## config.mk

```make
export PLATFORM = sky130hd
export DESIGN_NAME = rx_psdu_deframer
export DESIGN_NICKNAME = d
export VERILOG_FILES = /design/src/rtl/rx_psdu_deframer.sv
export SDC_FILE = /design/constraint.sdc
export NUM_CORES = 1
export LEC_CHECK = 0
export CORE_MARGIN = 5
export CORE_UTILIZATION = 40
export CTS_CLUSTER_SIZE = 30
export DETAILED_ROUTE_END_ITERATION = 7
export PLACE_DENSITY_LB_ADDON = 0.08
export SKIP_LAST_GASP = 1
export SYNTH_ARGS = -nofsm -noshare
export SYNTH_HDL_FRONTEND = slang
export SYNTH_SLANG_ARGS = --single-unit
```

## constraint.sdc

```tcl
create_clock -name clk -period 4.05 [get_ports clk]
set_clock_uncertainty 0.05 [all_clocks]
set_input_delay 0.81 -clock clk [delete_from_list [all_inputs] [get_ports clk]]
set_output_delay 0.81 -clock clk [all_outputs]
set_load 0.05 [all_outputs]
```

## src/rtl/rx_psdu_deframer.sv

```systemverilog
// Post-descrambler deframer: captures and checks SERVICE, then packs PSDU bits LSB-first into
// bytes. It stops after the latched byte count, so tail and pad bits are dropped.
module rx_psdu_deframer #(
    parameter int LEN_W        = 12,
    parameter int SERVICE_BITS = 16,
    parameter int SCR_BITS     = 7
) (
    input  logic                    clk,
    input  logic                    reset,
    input  logic                    start,
    input  logic [LEN_W-1:0]        length,
    input  logic                    bit_valid,
    input  logic                    data_in,
    output logic [7:0]              byte_out,
    output logic                    byte_valid,
    output logic                    frame_done,
    output logic                    busy,
    output logic [SERVICE_BITS-1:0] service_out,
    output logic                    service_err
);

    localparam int              BC_W     = $clog2(SERVICE_BITS);
    localparam logic [BC_W-1:0] SVC_LAST = BC_W'(SERVICE_BITS - 1);
    localparam logic [BC_W-1:0] SCR_LIM  = BC_W'(SCR_BITS);

    typedef enum logic [1:0] {IDLE, SERVICE, DATA} state_t;

    state_t           state;
    logic [BC_W-1:0]  bit_cnt;
    logic [LEN_W-1:0] len_q;
    logic [LEN_W-1:0] byte_cnt;
    logic [LEN_W-1:0] byte_cnt_nxt;
    logic [6:0]       shreg;

    // The top bit of a byte is never stored. It goes straight into byte_out.
    assign byte_cnt_nxt = byte_cnt + LEN_W'(1);

    always_ff @(posedge clk) begin
        if (reset) begin
            state       <= IDLE;
            bit_cnt     <= '0;
            len_q       <= '0;
            byte_cnt    <= '0;
            shreg       <= '0;
            byte_out    <= '0;
            byte_valid  <= 1'b0;
            frame_done  <= 1'b0;
            busy        <= 1'b0;
            service_out <= '0;
            service_err <= 1'b0;
        end else begin
            byte_valid <= 1'b0;
            frame_done <= 1'b0;
            if (start) begin
                // A restart wins over any bit on this edge. It also abandons a frame in flight.
                state       <= SERVICE;
                len_q       <= length;
                bit_cnt     <= '0;
                byte_cnt    <= '0;
                shreg       <= '0;
                service_out <= '0;
                service_err <= 1'b0;
                busy        <= 1'b1;
            end else begin
                case (state)
                    SERVICE: begin
                        if (bit_valid) begin
                            service_out[bit_cnt] <= data_in;
                            if (bit_cnt < SCR_LIM && data_in)
                                service_err <= 1'b1;
                            if (bit_cnt == SVC_LAST) begin
                                bit_cnt <= '0;
                                if (len_q == '0) begin
                                    frame_done <= 1'b1;
                                    busy       <= 1'b0;
                                    state      <= IDLE;
                                end else begin
                                    state <= DATA;
                                end
                            end else begin
                                bit_cnt <= bit_cnt + BC_W'(1);
                            end
                        end
                    end
                    DATA: begin
                        if (bit_valid) begin
                            if (bit_cnt[2:0] == 3'd7) begin
                                byte_out   <= {data_in, shreg};
                                byte_valid <= 1'b1;
                                byte_cnt   <= byte_cnt_nxt;
                                bit_cnt    <= '0;
                                if (byte_cnt_nxt == len_q) begin
                                    frame_done <= 1'b1;
                                    busy       <= 1'b0;
                                    state      <= IDLE;
                                end
                            end else begin
                                shreg[bit_cnt[2:0]] <= data_in;
                                bit_cnt             <= bit_cnt + BC_W'(1);
                            end
                        end
                    end
                    default: begin
                        state <= IDLE;
                        busy  <= 1'b0;
                    end
                endcase
            end
        end
    end

endmodule

```

==> results by group <==
Place
  – DP Wirelength: 5420 µm
  – Number of port buffers: 44
  – DP Area: between 3000 and 4000 µm²
  – GP Congestion: 0.911

Hold path
  – Hold WC Path Type: register to register

Power and ir drop
  – PwrDens: 335 nW/µm²
  – LEAKAGE: 1.35 nW
  – Max rail drop VDD: 0.189 mV

Status
  – Outcome: completed

Final layout
  – Syn-to-layout area delta: 21.1%
  – Final instance area: 3920 µm²
  – Layout cell share with drive strength beyond 1: 0.0599
  – Antenna diodes: 0
  – Layout Nets: roughly 460

Timing
  – Worst hold slack: between 0.4 and 0.5 ns
  – Fin. Hold Viols: 0
  – Total negative slack: 0 ns
  – Fmax: approximately 0.35 GHz
  – RSZ-0062 raised after global routing: false
  – Final period util: 0.711
  – Rel. slew slack: 0.410
  – Final Setup Violations: 0
  – Max-slew violation count: 0
  – Fin crit period: 2.88 ns
  – Worst-Margin Slew: 0.883 ns

Routing
  – Post-route ant nets: 0
  – Initial DRC Count: 86
  – # DRC: 0
  – Vias: 2787
  – Drt pass-1 iters: 4
  – Routed len/inst: 14.5 µm
  – Routed wire length: just under 8000 µm
  – Vias/cell: about 5.2

Global routing
  – Initial antenna violation count: 0
  – Tot GR Track Use: 0.162
  – Total grt overflow: 0
  – Global-route wire length before repair: ~13000 µm
  – Vias in the first global route: 2629
  – Pin count of the biggest net entering global routing: 41

Floorplanning
  – Initial core utilization: 0.415
  – Die H: 100 µm
  – Placement row count: 32
  – Die X: 100 µm
  – Ports: 45
  – Die ar.: around 10000 µm²
  – CORE AREA: 7810 µm²

Clock tree
  – H-tree depth: 3
  – Num CTS Buffers: 9
  – TritonCTS Sinks: between 60 and 70
  – Clock tree buffer depth: 2
  – Clock slew at reported path FFs: 0.07 ns
  – # Post-CTS Setup Buffers: 0
  – Post-CTS Resized: 0
  – Clk_lat worst skew: 0.34 ns
  – Clock Root Buffer: clkbuf_8
  – CTS tree: built
  – Hold Buf Count CTS: 0

Synth
  – Post-synth top area cell: dfxtp_1
  – Cells after Synth: 397
  – Synthesized cell area: roughly 3200 µm²
  – Post-synth ARST share: 0
  – Most frequent cell after synthesis: dfxtp_1
  – Synth top area share: 0.402
  – Netlist cell types: 53
  – Synth area leaders: dfxtp_1 40%, mux2i_1 7.1%, nor2_1 6.7%, nand2_1 5.7%, a21oi_1 4.5%
  – Yosys reg bits: 65
  – Yosys warning total: 0
  – Post-Syn Area per Cell: 8.16 µm²
  – EDFF count, synth: 0
  – Syn Nets: 422
  – Seq/Total Area, Yosys: 0.402
  – Synth Flop Type: dfxtp_1
  – Synth cell count leaders: 65 x dfxtp_1, 58 x nor2_1, 49 x nand2_1, 29 x a21oi_1, 23 x mux2i_1

Worst setup path
  – Crit. End Element: register
  – Flop-to-flop setup slack: 1.17 ns
  – CP arrival: 3.07 ns
  – Critical path type: register to register
  – Crit-path max FO: 7
  – Req. time, crit path: ~4.3 ns
  – CP Launch Type: register

Job
  – Max Cap Viol: 0
-- critical path, stage by stage, from the launching register on --
cell	delay, ns
dfxtp_1	0.46
ha_1	0.35
nand3_4	0.14
o21a_1	0.22
or4_4	0.51
and3_4	0.19
or4b_4	0.52
a2111oi_4	0.34
-- through the flow --
step                       util  cells  power, mW  setup slack, ns
final                     0.502    536       1.31             1.17
after global routing      0.502    536       1.37             1.05
after CTS                 0.502    536       1.34             1.16
after detailed placement  0.477    521      0.777             1.19
after global placement    0.477    521      0.778             1.27
after floorplan               -    397      0.740             1.36
-- cell usage in the layout (no fill, tap or decap), types with 2 or more instances in the layout --
master	Yosys	final
ha_1	8	8
xor2_1	7	7
buf_4	2	3
xnor2_1	15	15
nand2_1	49	49
clkinv_2	0	2
nand2b_1	3	3
a211oi_1	4	4
clkdlybuf4s50_1	0	44
nor4_1	5	5
nor2_1	58	58
o21ai_0	19	19
and3_1	3	3
nor3_1	14	14
a21oi_1	29	29
or3_1	3	3
o211ai_1	2	2
inv_1	9	9
clkbuf_8	0	11
and4_1	2	2
dfxtp_1	65	65
nand3_1	20	20
nand3b_1	2	2
or4_1	2	2
mux2i_1	23	23
nor3b_1	2	2
and2_1	2	2
-- routing by layer --
metal | vias up | track usage | share of wire
li1 | 1429 | - | -
met1 | 1287 | 0.195 | 0.46
met2 | 59 | 0.273 | 0.48
met3 | 12 | 0.0466 | 0.041
met4 | 0 | 0.0622 | 0.018
met5 | - | 0 | 0
-- area by class of cell --
| cell class | count | area [µm²] |
|---|---|---|
| timing repair buffer | 47 | 463 |
| clock inverter | 3 | 40.0 |
| sequential | 65 | 1300 |
| tap | 102 | 128 |
| fill | 779 | 3890 |
| clock buffer | 12 | 155 |
| multi-input combinational | 298 | 1800 |
| inverter | 9 | 33.8 |
-- logic make-up (layout without fill, tap and decap cells) --
| kind of cell | after synthesis | count (layout) | share of synthesized area |
|---|---|---|---|
| simple gates | 175 | 175 | 0.258 |
| compound gates | 69 | 69 | 0.133 |
| flops | 65 | 65 | 0.402 |
| buf+inv | 34 | 71 | 0.0425 |
| mux | 24 | 24 | 0.0745 |
| xor+xnor | 22 | 22 | 0.0595 |
| fa+ha+maj | 8 | 8 | 0.0309 |
-- sequential cells by signal, indices dropped and copies added, names as in the netlist --
register	cells
state	2
bit_cnt	4
len_q	12
service_err	1
byte_out	8
busy	1
service_out	16
byte_valid	1
shreg	7
byte_cnt	12
frame_done	1
-- where the power goes --
group	leakage, nW	switching, mW	internal [mW]
logic	0.719	0.0556	0.0467
clock network	0.102	0.239	0.313
registers	0.526	0.0117	0.649
total	1.35	0.306	1.01
-- final timing paths --
| path | cells past startpoint | to | start |
|---|---|---|---|
| worst max-delay path | 7 | frame_done | byte_cnt[0] |
| worst min register to register | 2 | byte_out[5] | shreg[5] |
| worst max register to register | 7 | frame_done | byte_cnt[0] |
| worst min-delay path | 2 | byte_out[5] | shreg[5] |
No activity file was read; power rests on OpenSTA's default activity.
